$ cat config.mk
export PLATFORM = sky130hd
export DESIGN_NAME = mfb_checker_region
export DESIGN_NICKNAME = d
export VERILOG_FILES = /design/src/rtl/mfb_checker_pkg.sv /design/src/rtl/mfb_checker_region.sv
export SDC_FILE = /design/constraint.sdc
export NUM_CORES = 1
export LEC_CHECK = 0
export ABC_AREA = 1
export CAP_MARGIN = 20
export CORE_MARGIN = 5
export CORE_UTILIZATION = 38
export DETAILED_ROUTE_END_ITERATION = 16
export GPL_TIMING_DRIVEN = 0
export PLACE_DENSITY = 0.65
export SLEW_MARGIN = 20
export SYNTH_ARGS = -nofsm -noshare
export SYNTH_HDL_FRONTEND = slang
export SYNTH_SLANG_ARGS = --single-unit
export TNS_END_PERCENT = 1
$ cat constraint.sdc
create_clock -name vclk -period 6.7
set_input_delay 1.34 -clock vclk [all_inputs]
set_output_delay 1.34 -clock vclk [all_outputs]
set_load 0.05 [all_outputs]
$ cat src/rtl/mfb_checker_pkg.sv
// Shared constants and helpers for the MFB protocol checker.
package mfb_checker_pkg;

  localparam int unsigned ERR_WIDTH    = 6;
  localparam int unsigned LEN_WIDTH    = 16;

  localparam int unsigned SOF_IN_FRAME = 0;
  localparam int unsigned EOF_NO_FRAME = 1;
  localparam int unsigned POS_ORDER    = 2;
  localparam int unsigned HOLD         = 3;
  localparam int unsigned OVERSIZE     = 4;
  localparam int unsigned UNDERSIZE    = 5;

  // Length addition saturating at 2^16-1.
  function automatic logic [LEN_WIDTH-1:0] sat_add(input logic [31:0] a, input logic [31:0] b);
    logic [32:0] s;
    s = {1'b0, a} + {1'b0, b};
    sat_add = (s > 33'd65535) ? '1 : s[LEN_WIDTH-1:0];
  endfunction

endpackage

$ cat src/rtl/mfb_checker_region.sv
// Combinational frame-tracking step for one MFB region.
module mfb_checker_region
  import mfb_checker_pkg::*;
#(
  parameter int unsigned REGION_SIZE     = 8,
  parameter int unsigned BLOCK_SIZE      = 8,
  parameter int unsigned MIN_FRAME_ITEMS = 1,
  parameter int unsigned MAX_FRAME_ITEMS = 16384,
  parameter int unsigned SOF_POS_W       = 3,
  parameter int unsigned EOF_POS_W       = 6
) (
  input  logic                 sof,
  input  logic                 eof,
  input  logic [SOF_POS_W-1:0] sof_pos,
  input  logic [EOF_POS_W-1:0] eof_pos,
  input  logic                 in_frame,
  input  logic [LEN_WIDTH-1:0] len,
  output logic                 next_in_frame,
  output logic [LEN_WIDTH-1:0] next_len,
  output logic                 eof_vld,
  output logic [LEN_WIDTH-1:0] eof_len,
  output logic [ERR_WIDTH-1:0] err
);

  logic [31:0] region_items;
  logic [31:0] start;
  logic [31:0] eof_items;

  // Classify SOF/EOF against the incoming frame state and update length.
  always_comb begin
    region_items  = 32'(REGION_SIZE * BLOCK_SIZE);
    start         = 32'(sof_pos) * 32'(BLOCK_SIZE);
    eof_items     = 32'(eof_pos) + 32'd1;
    next_in_frame = in_frame;
    next_len      = len;
    eof_vld       = 1'b0;
    eof_len       = '0;
    err           = '0;

    if (sof && eof) begin
      eof_vld = 1'b1;
      if (in_frame) begin
        // Old frame ends at EOF, new one opens at SOF after it.
        eof_len       = sat_add(32'(len), eof_items);
        err[POS_ORDER] = (32'(eof_pos) >= start);
        next_in_frame = 1'b1;
        next_len      = sat_add(32'd0, region_items - start);
      end else begin
        next_in_frame = 1'b0;
        next_len      = '0;
        if (32'(eof_pos) < start) begin
          err[POS_ORDER] = 1'b1;
        end else begin
          eof_len = sat_add(32'd0, eof_items - start);
        end
      end
    end else if (sof) begin
      err[SOF_IN_FRAME] = in_frame;
      next_in_frame     = 1'b1;
      next_len          = sat_add(32'd0, region_items - start);
    end else if (eof) begin
      if (in_frame) begin
        eof_vld       = 1'b1;
        eof_len       = sat_add(32'(len), eof_items);
        next_in_frame = 1'b0;
        next_len      = '0;
      end else begin
        err[EOF_NO_FRAME] = 1'b1;
      end
    end else if (in_frame) begin
      next_len = sat_add(32'(len), region_items);
    end

    if (eof_vld) begin
      err[OVERSIZE]  = (32'(eof_len) > MAX_FRAME_ITEMS);
      err[UNDERSIZE] = (32'(eof_len) < MIN_FRAME_ITEMS);
    end
  end

endmodule

==> results.tsv, run 1 <==
stage	metric	value	unit
finish	drive_gt1_share	8.842	%
drt	drt_iter0_markers	98	
timing	tns	0	ps
drt	vias	2639	
finish	fin_area	2902	sq um
logic_synthesis	ys_top_cells_by_area	nand2_1, inv_1, ha_1, nand3_1, nor2_1	
power_and_ir_drop	internal_power	0.09241	mW
floorplanning	fp.dieW	85.32	um
finish	syn_to_final_growth	34.59	%
floorplanning	ios	68	
global_route	grt_pass1_vias	2600	
global_route	grt_antenna_before_repair	0	
logic_synthesis	netlist.area_leader.share	22.98	%
power_and_ir_drop	switchingPower	0.1688	mW
worst_setup_path	slowest_delay	810	ps
worst_setup_path	worstSetupPathType	in2out	
logic_synthesis	syn-instance-count	410	
global_route	overflow	0	
timing	hold_ws	3593	ps
floorplanning	core_area	5507	sq um
global_route	grt_pass1_wl	11630	um
timing	hold_viol	0	
logic_synthesis	synthTopCellsByCount	nand2_1, inv_1, nand3_1	
floorplanning	initial_core_util	39.15	%
worst_setup_path	arrival	4770	ps
finish	nNetsFinal	525	
floorplanning	die_area	7280	sq um
finish	post-route-util	52.69	%
timing	fmax	163.8	MHz
logic_synthesis	synth_warnings	0	
place	io_buffer_count	65	
drt	drc_errors	0	
timing	worstMarginPinSlew	511.2	ps
worst_setup_path	path_cells	clkdlybuf4s50_1 -> ha_1 -> nand3_1 -> xor2_1 -> inv_1 -> ha_1 -> nand2_1 -> nor2_2 -> nand3_1 -> nand2_2 -> nand2_4 -> buf_6 -> nand3_1 -> nand2_1 -> nand2_1 -> clkdlybuf4s50_1	
finish	final.fill_count	629	
timing	rsz0062_at_grt	no	
power_and_ir_drop	vdd_drop_max	0.00004704	V
logic_synthesis	synth_nets	458	
cts	ctsHoldBuffers	0	
global_route	grt_usage	18.38	%
finish	seq_cell_count	0	
place	dp_hpwl	5719	um
floorplanning	die_h	85.32	um
logic_synthesis	synth_cell_types	38	
worst_setup_path	crit_path_end_kind	output port	
worst_setup_path	slowest_stage	clkdlybuf4s50_1	
power_and_ir_drop	totalPowerFinal	0.2612	mW
power_and_ir_drop	pwr-share-clk	0	%
worst_setup_path	crit_path_start_kind	input pin	
timing	max-slew-margin-rel	65.82	%
finish	antenna_cells	0	
worst_setup_path	required	5360	ps
logic_synthesis	synth_top_area_cell	nand2_1	
cts	cts_setup_buffers	0	
finish	clkbuf_count	0	
timing	finalSetupViolCount	0	
timing	maxSlewViolCount	0	
timing	fin_crit_sh	91.13	%
power_and_ir_drop	power_leakage	1.690	nW
drt	vias_per_cell	4.824	
drt	ant_nets	0	
finish	regArea	0	sq um
worst_setup_path	path_max_fanout	10	
drt	wl_per_cell	12.17	um
flow_run	drv_cap	0	
hold_path	hp-class	in2out	
floorplanning	rows	27	
power_and_ir_drop	p_comb_share	100.0	%
power_and_ir_drop	swShare	64.62	%
logic_synthesis	avgSynthCellArea	5.258	sq um
logic_synthesis	yosysMostFrequentCell	nand2_1	
global_route	grt_max_degree	11	
timing	period_needed	6105	ps
power_and_ir_drop	p_per_area	90.03	nW/um^2
place	place_area	2897	sq um
logic_synthesis	ys_seq_area_share	0	%
status	status	finished, final reports clean	
hold_path	hold_depth	10	
cts	cts_resized	0	
drt	totalWireLength	6657	um
logic_synthesis	syn-cell-area	2156	sq um
place	place_congestion	0.8641	
finish	multi_input_area	1819	sq um
power_and_ir_drop	seqPwrFrac	0	%
drt	drtPass1Iterations	4	
-- cell usage in the layout, fill, tap and decap left out, types with 2 or more instances in the layout --
cell / count
nand3_1: 38
nor3_1: 5
dlymetal6s2s_1: 2
nand2_1: 132
a21oi_2: 2
clkbuf_1: 3
nand3b_1: 10
nor2_1: 37
nor2_2: 6
inv_1: 67
ha_1: 18
buf_2: 2
xnor2_1: 3
nand4_1: 3
fa_1: 2
clkdlybuf4s50_1: 63
nand2_4: 5
xor2_1: 9
inv_2: 5
buf_4: 2
o21ai_0: 7
xnor2_2: 2
a21oi_1: 27
nand2_2: 9
-- metrics by stage --
| step | setup slack (ps) | cells |
|---|---|---|
| final | 594.5 | 547 |
| after detailed placement | 243.3 | 547 |
| after global routing | 238.6 | 547 |
| after CTS | 226.2 | 547 |
| after global placement | 290.0 | 547 |
| after floorplan | 1137 | 410 |
-- routing by layer --
layer / global-route usage, % / wire length (um) / up-vias
met5: 0 / 0 / -
met4: 2.302 / 61 / 0
met3: 0.6796 / 392 / 4
met2: 35.24 / 3268 / 67
met1: 23.05 / 2934 / 1161
li1: - / - / 1407
-- cell type report --
class                           count  area share, %
Buffer                              9          2.156
Inverter                           73          9.444
Multi-Input combinational cell    328          62.70
Tap cell                           72          3.105
Timing Repair Buffer               65          22.60
-- critical path, delay by kind of cell --
kind                       cells  cell delay [ps]
xor gates and xnor gates       1              260
adders and majority gates      2              610
buffers and inverters          4             1630
and+or+nand+nor                9              920
-- worst paths after layout --
path	startpoint	endpoint	slack (ps)
max	eof_pos[0]	eof_len[10]	590
min	len[10]	err[5]	3590
-- kinds of logic (layout without fill, tap and decap cells) --
logic type / after synthesis / in the layout / synth area share [%]
other: 1 / 1 / 0.1739
buffers and inverters: 82 / 147 / 15.61
adders and majority gates: 20 / 20 / 12.30
and+or+nand+nor: 253 / 253 / 54.79
AOI/OAI and AO/OA: 39 / 39 / 9.983
xor gates and xnor gates: 15 / 15 / 7.139
-- power by group through the flow --
stage | logic, mW | registers, mW | clock network (mW)
6_report | 0.261 | 0 | 0
5_1_grt | 0.289 | 0 | 0
3_5_place_dp | 0.262 | 0 | 0
4_1_cts | 0.263 | 0 | 0
2_1_floorplan | 0.178 | 0 | 0
3_3_place_gp | 0.260 | 0 | 0
(Power assumes the default switching activity.)
==> run 2, diff against run 1 <==
--- a/config.mk
+++ b/config.mk
@@ -11,7 +11,7 @@
 export CORE_UTILIZATION = 38
 export DETAILED_ROUTE_END_ITERATION = 16
 export GPL_TIMING_DRIVEN = 0
-export PLACE_DENSITY = 0.65
+export PLACE_DENSITY_LB_ADDON = 0.12
 export SLEW_MARGIN = 20
 export SYNTH_ARGS = -nofsm -noshare
 export SYNTH_HDL_FRONTEND = slang
==> run 2 against run 1 <==
  * Routed wire length decreased by 2.3%
  * Global-route usage decreased by 0.68 points
  * Power decreased by 0.18%
  * Sequential share of layout area unchanged
  * Via count increased by 1.6%
  * Cell area about the same
  * Hold slack got worse by 18 ps
  * Largest cell class unchanged
  * Largest power group unchanged
==> results.tsv, run 2 (synthesis results as in run 1) <==
stage	metric	value	unit
finish	fin_area	2899	sq um
drt	vias_per_cell	4.899	
worst_setup_path	required	5360	ps
hold_path	hold_path_startpoint	len[10]	
finish	final_cell_mix	nand2_1, inv_1, clkdlybuf4s50_1	
worst_setup_path	crit_top_cell	nand3_1	
finish	drive_gt1_share	8.842	%
finish	final.fill_count	615	
flow_run	drv_cap	0	
drt	drtPass1Iterations	5	
finish	regArea	0	sq um
timing	hold_viol	0	
global_route	grt_pass1_wl	11100	um
finish	nNetsFinal	525	
global_route	overflow	0	
timing	maxSlewViolCount	0	
floorplanning	rows	27	
worst_setup_path	arrival	4980	ps
place	place_area	2897	sq um
power_and_ir_drop	p_per_area	89.94	nW/um^2
power_and_ir_drop	vdd_drop_max	0.00004377	V
floorplanning	core_area	5507	sq um
timing	period_needed	6316	ps
finish	post-route-util	52.65	%
cts	ctsHoldBuffers	0	
place	place_inst	547	
worst_setup_path	path_cells	clkdlybuf4s50_1 -> ha_1 -> nand3_1 -> xor2_1 -> inv_1 -> ha_1 -> nand2_1 -> nor2_2 -> nand3_1 -> nand2_2 -> nand2_4 -> buf_6 -> nand3_1 -> nand2_1 -> nand3_1 -> nor2_1 -> nand2_1 -> nor2_1 -> nor2_1 -> clkdlybuf4s50_1	
timing	rsz0062_at_grt	no	
timing	finalSetupViolCount	0	
timing	fin_crit_sh	94.27	%
worst_setup_path	path_max_fanout	10	
floorplanning	die_h	85.32	um
worst_setup_path	crit_family	buffers and inverters	
global_route	grt_pass1_vias	2576	
worst_setup_path	crit_path_start_kind	input pin	
timing	max-slew-margin-rel	65.74	%
power_and_ir_drop	power_leakage	1.677	nW
cts	cts_setup_buffers	0	
finish	final_cells	547	
hold_path	hold_depth	9	
floorplanning	die_area	7280	sq um
worst_setup_path	cp.buffers_inverters	4	
timing	tns	0	ps
drt	vias	2680	
drt	drt_iter0_markers	136	
worst_setup_path	slowest_delay	810	ps
finish	seq_cell_count	0	
place	place_congestion	0.8618	
timing	fmax	158.3	MHz
hold_path	holdPathEnd	err[5]	
worst_setup_path	worstSetupPathType	in2out	
drt	totalWireLength	6504	um
drt	drc_errors	0	
global_route	grt_antenna_before_repair	0	
worst_setup_path	slowest_stage	clkdlybuf4s50_1	
floorplanning	initial_core_util	39.15	%
finish	final_common_cell	nand2_1	
floorplanning	ios	68	
global_route	grt_usage	17.71	%
global_route	grt_max_degree	11	
finish	clkbuf_count	0	
status	status	finished, final reports clean	
drt	wl_per_cell	11.89	um
finish	syn_to_final_growth	34.47	%
place	io_buffer_count	65	
finish	antenna_cells	0	
place	dp_hpwl	5651	um
worst_setup_path	crit_path_end_kind	output port	
timing	worstMarginPinSlew	512.2	ps
drt	ant_nets	0	
hold_path	hp-class	in2out	
floorplanning	fp.dieW	85.32	um
-- run 2: power by group --
group / switching (mW) / total (mW) / internal, mW
Clock: 0 / 0 / 0
Combinational: 0.169 / 0.261 / 0.0922
Sequential: 0 / 0 / 0
Total: 0.169 / 0.261 / 0.0922
-- run 2: layout make-up --
class / instances / area (sq um) / area share [%]
Multi-Input combinational cell: 328 / 1819 / 62.75
Timing Repair Buffer: 65 / 653.1 / 22.53
Inverter: 73 / 274.0 / 9.452
Tap cell: 72 / 90.09 / 3.107
Buffer: 9 / 62.56 / 2.158
-- run 2: routing by layer --
| metal | part of all wire (%) | global-route usage [%] | vias up |
|---|---|---|---|
| li1 | - | - | 1416 |
| met1 | 44 | 21.16 | 1205 |
| met2 | 52 | 35.81 | 54 |
| met3 | 4.2 | 0.6796 | 5 |
| met4 | 0.52 | 1.007 | 0 |
| met5 | 0 | 0 | - |
-- run 2: stage by stage --
step                      hold WS (ps)  setup WS [ps]  total power, mW
after detailed placement          3654          287.1           0.2609
after global placement            3648          312.5           0.2594
final                             3575          383.9           0.2607
after CTS                         3654          282.7           0.2618
after global routing              3671          105.4           0.2876
after floorplan                   2860           1137           0.1778
-- run 2: repair_timing --
item | CTS | global route
endpoints found under the setup margin | 0 | 1
hold endpoints to repair | 0 | 0
gates resized for setup | 0 | 1
-- run 2: how the worst max path moves through the flow --
stage | slack (ps) | cells past startpoint | to | start
floorplan | 1140 | 18 | err[4] | eof_pos[0]
global placement | 310 | 20 | err[5] | eof_pos[0]
detailed placement | 290 | 20 | err[5] | eof_pos[0]
CTS | 280 | 20 | err[5] | eof_pos[0]
global route | 110 | 20 | err[4] | eof_pos[0]
finish | 380 | 20 | err[4] | eof_pos[0]
==> variant 1: new RTL, settings of run 1 <==
`EOF_POS_W`: 6 -> 12.
--- a/src/rtl/mfb_checker_region.sv
+++ b/src/rtl/mfb_checker_region.sv
@@ -7,7 +7,7 @@
   parameter int unsigned MIN_FRAME_ITEMS = 1,
   parameter int unsigned MAX_FRAME_ITEMS = 16384,
   parameter int unsigned SOF_POS_W       = 3,
-  parameter int unsigned EOF_POS_W       = 6
+  parameter int unsigned EOF_POS_W       = 12
 ) (
   input  logic                 sof,
   input  logic                 eof,
Interface: changed (resized eof_pos); port bits go from 68 to 74. The function was not compared with the original's and may differ.
==> variant 1 against run 1 <==
Total power rose by 26%. Utilization decreased by 2.1 points. Non-clock buffer count is 4 higher. Global-route usage is 2.1 points higher. Synthesized area increased by 28%. Worst setup slack worse by 0.37 ns. Wire length grew 39%. Combinational power is 26% higher. Final cell count rose by 30%. Design area increased by 25%. Largest cell class unchanged.
==> variant 1: results (changes against run 1) <==
outcome=completed; global-route wire length before repair=15.17 mm (+30%); Worst VDD drop=32.87 uV (-30%); final wirelength=9.264 mm (+39%); WP data arrival=5.14 ns (+0.37 ns); top post-synthesis cells by count=nand2_1 (175), inv_1 (93), nor2_1 (54); DP HPWL=7.965 mm (+39%); total track usage=20.49% (+2.1 points); CP Max Fanout=10 (unchanged); CP top delay family=simple AND/OR/NAND/NOR gates; vias in the first global route=3249 (+25%); Avg Inst Size Synth=5.107 um2 (-2.9%); initial antenna violation count=0 (unchanged); placer congestion estimate=0.9621 (+11%); synth unique cells=37 (-2.6%); routed len/inst=13.05 um (+7.2%); pin count of the biggest net entering global routing=11 (unchanged); clock buf count=0 (unchanged); post-CTS sizing=2 (+2); 1st-pass router iterations=5 (+1); cell area after placement=0.003597 mm2 (+24%); register area share after synthesis=0% (unchanged); vias post-DR=3508 (+33%); layout cells sized above 1=5.728% (-3.1 points); nets=673 (+28%); Inst Count DP=710 (+30%); ranking of synthesized cells by area=nand2_1 (24%), inv_1 (13%), ha_1 (11%), nand3_1 (9.6%), nor2_1 (7.4%); 1st-iter DRT viols=180 (+84%); Lkg Pwr=2.178 nW (+29%); sequential cell count=0 (unchanged); worst relative slew slack=62.59% (-3.2 points); Syn. warnings=0 (unchanged); n_diodes=0 (unchanged); worst min path class=in2out; post-CTS setup buffers=0 (unchanged); Syn Nets=599 (+31%); input/output buffers=72 (+11%); Largest stage delay, worst path=0.53 ns (-0.28 ns); critical path's slowest cell=clkdlybuf4s50_1
## variant 1: changes by cell type after synthesis, sizes merged, moves of 7 or more
cell    delta
o21ai     +14
nand3b     -7
inv       +22
nand2     +43
nand3     +16
nor2      +21
## variant 1: per-stage QoR
step	setup TNS, ns	hold slack, ns	setup slack [ns]
finish	0	3.612	0.2200
global route	-0.2766	3.711	-0.2398
CTS	0	3.699	0.1364
detailed placement	-0.1740	3.692	-0.1261
global placement	-0.1219	3.695	-0.1070
floorplan	0	2.869	0.3395
## variant 1: layout make-up
class	instances	area [um2]
buffer	6	35.03
fill	813	3523
inverter	94	352.8
multi-input combinational	439	2365
timing repair buffer	72	737.0
tap	99	123.9
## variant 1: kinds of logic (layout without fill, tap and decap cells)
| logic type | Yosys count | after routing | share of synthesized area, % |
|---|---|---|---|
| compound gates | 62 | 62 | 12.45 |
| other cells | 1 | 1 | 0.1362 |
| buf+inv | 100 | 172 | 14.09 |
| simple gates | 331 | 331 | 54.91 |
| xor+xnor | 19 | 19 | 6.045 |
| fa+ha+maj | 26 | 26 | 12.36 |
## variant 1: routing by layer
layer | GRT usage, % | routed length [um] | vias to the layer above
met2 | 36.79 | 4504 | 102
met4 | 4.688 | 205 | 0
li1 | - | - | 1846
met5 | 0 | 0 | -
met1 | 26.91 | 4079 | 1546
met3 | 0.7893 | 475 | 14
## variant 1: final timing paths
| path | startpoint | to | depth (start not counted) |
|---|---|---|---|
| worst max-delay path | eof_pos[0] | err[4] | 25 |
| worst min-delay path | len[13] | err[5] | 9 |
## variant 1: where the power goes
group / internal, mW / switching, mW
combinational: 0.114 / 0.216
sequential: 0 / 0
clock: 0 / 0
total: 0.114 / 0.216
==> variant 2: new RTL, flow settings as in run 1 <==
Without the edit above. `EOF_NO_FRAME`: 1 -> 0.
--- a/src/rtl/mfb_checker_pkg.sv
+++ b/src/rtl/mfb_checker_pkg.sv
@@ -5,7 +5,7 @@
   localparam int unsigned LEN_WIDTH    = 16;
 
   localparam int unsigned SOF_IN_FRAME = 0;
-  localparam int unsigned EOF_NO_FRAME = 1;
+  localparam int unsigned EOF_NO_FRAME = 0;
   localparam int unsigned POS_ORDER    = 2;
   localparam int unsigned HOLD         = 3;
   localparam int unsigned OVERSIZE     = 4;
Check against the original RTL: not equivalent (Yosys sat finds a counterexample).
==> variant 2 against run 1 <==
Synthesized cell count shrank 1.5%. Die area shrank 1.6%. Fmax shrank 3.9%. Wire length shrank 0.60%. Design area shrank 1.7%. Worst setup slack lost 0.25 ns. Synthesized area shrank 1.9%. Total power grew 0.55%. First-iteration DRC count grew 21%. Global-route usage shrank 0.078 points. Critical endpoint is now err[4]. Largest cell class unchanged. Highest routed layer unchanged.
==> variant 2: results (changes against run 1) <==
vias in the first global route=2594 (-0.23%); synth unique cells=38 (unchanged); routed len/inst=12.23 um (+0.50%); sequential cell count=0 (unchanged); Fin Hold WS=3.630 ns (+0.03626 ns); hold path cells=10 (unchanged); global-route wire length before repair=11.50 mm (-1.1%); placer congestion estimate=0.8973 (+3.8%); 1st-pass router iterations=5 (+1); vias post-DR=2678 (+1.5%); top post-synthesis cells by count=nand2_1 (132), inv_1 (60), nand3_1 (37); critical path's slowest cell=clkdlybuf4s50_1; Lkg Pwr=1.613 nW (-4.6%); mux contribution to synthesized area=0% (unchanged); worst hold endpoint=err[5]; Synth Area in Compound Gates=13.25% (+3.3 points); 1st-iter DRT viols=119 (+21%); Synth Area in XOR/XNOR=6.150% (-0.99 points); worst min path class=in2out; total track usage=18.31% (-0.078 points); worst setup slack after placement=0.2578 ns (+0.01450 ns); min cycle time layout=6.355 ns (+0.2491 ns); nets=519 (-1.1%); sw power=0.1706 mW (+1.1%); Largest stage delay, worst path=0.81 ns (about the same); WP data arrival=5.01 ns (+0.24 ns); Worst Max-Slew Pin Slew=0.5320 ns (+0.02089 ns); DP HPWL=5.720 mm (about the same); input/output buffers=64 (-1.5%); ranking of synthesized cells by area=nand2_1 (23%), ha_1 (11%), inv_1 (11%), nand3_1 (8.8%), nor2_1 (6.4%); Worst VDD drop=42.56 uV (-9.5%); outcome=completed; layout cells sized above 1=9.382% (+0.54 points); Post-Synth Adder-Cell Area=12.54% (+0.23 points)
## variant 2: cell count changes after synthesis, moves of 3 or more
cell and change:
nand2_2 -3, o21ai_1 +7, nand3b_1 -6, inv_1 -7, a21oi_2 +4
## variant 2: final cells by class
type / count / area, um2
Inverter: 69 / 259.0
Buffer: 10 / 76.32
Tap cell: 72 / 90.09
Timing Repair Buffer: 64 / 643.1
Fill cell: 601 / 2620
Multi-Input combinational cell: 326 / 1784
## variant 2: what timing repair did
| item | 4_1_cts | 5_1_grt |
|---|---|---|
| buffers inserted | 0 | 0 |
| setup endpoints to repair | 0 | 1 |
| resized for setup | 0 | 1 |
## variant 2: cells by family (layout without fill, tap and decap cells)
group,count (synthesis),in the layout
simple gates,241,241
other cells,1,2
xor+xnor,14,14
buf+inv,79,143
fa+ha+maj,20,20
compound gates,49,49
## variant 2: worst max-delay path by stage
| stage | endpoint | startpoint | cells past startpoint |
|---|---|---|---|
| 2_1_floorplan | err[4] | eof_pos[0] | 18 |
| 3_3_place_gp | err[5] | eof_pos[0] | 20 |
| 3_5_place_dp | err[5] | eof_pos[0] | 20 |
| 4_1_cts | err[5] | eof_pos[0] | 20 |
| 5_1_grt | err[4] | eof_pos[0] | 20 |
| 6_report | err[4] | eof_pos[0] | 20 |
## variant 2: power by group through the flow
stage | Combinational [mW] | Sequential, mW | Clock [mW]
after floorplan | 0.179 | 0 | 0
after global placement | 0.261 | 0 | 0
after detailed placement | 0.263 | 0 | 0
after CTS | 0.264 | 0 | 0
after global routing | 0.289 | 0 | 0
final | 0.263 | 0 | 0
## variant 2: per-stage QoR
step	area, um2	instances
after floorplan	2120	405
after global placement	2850	541
after detailed placement	2850	541
after CTS	2850	541
after global routing	2853	541
final	2853	541
## variant 2: layer usage
metal | track usage, % | routed length [um]
met5 | 0 | 0
met2 | 35.30 | 3312
met1 | 22.59 | 2876
met3 | 1.079 | 330
met4 | 2.302 | 97
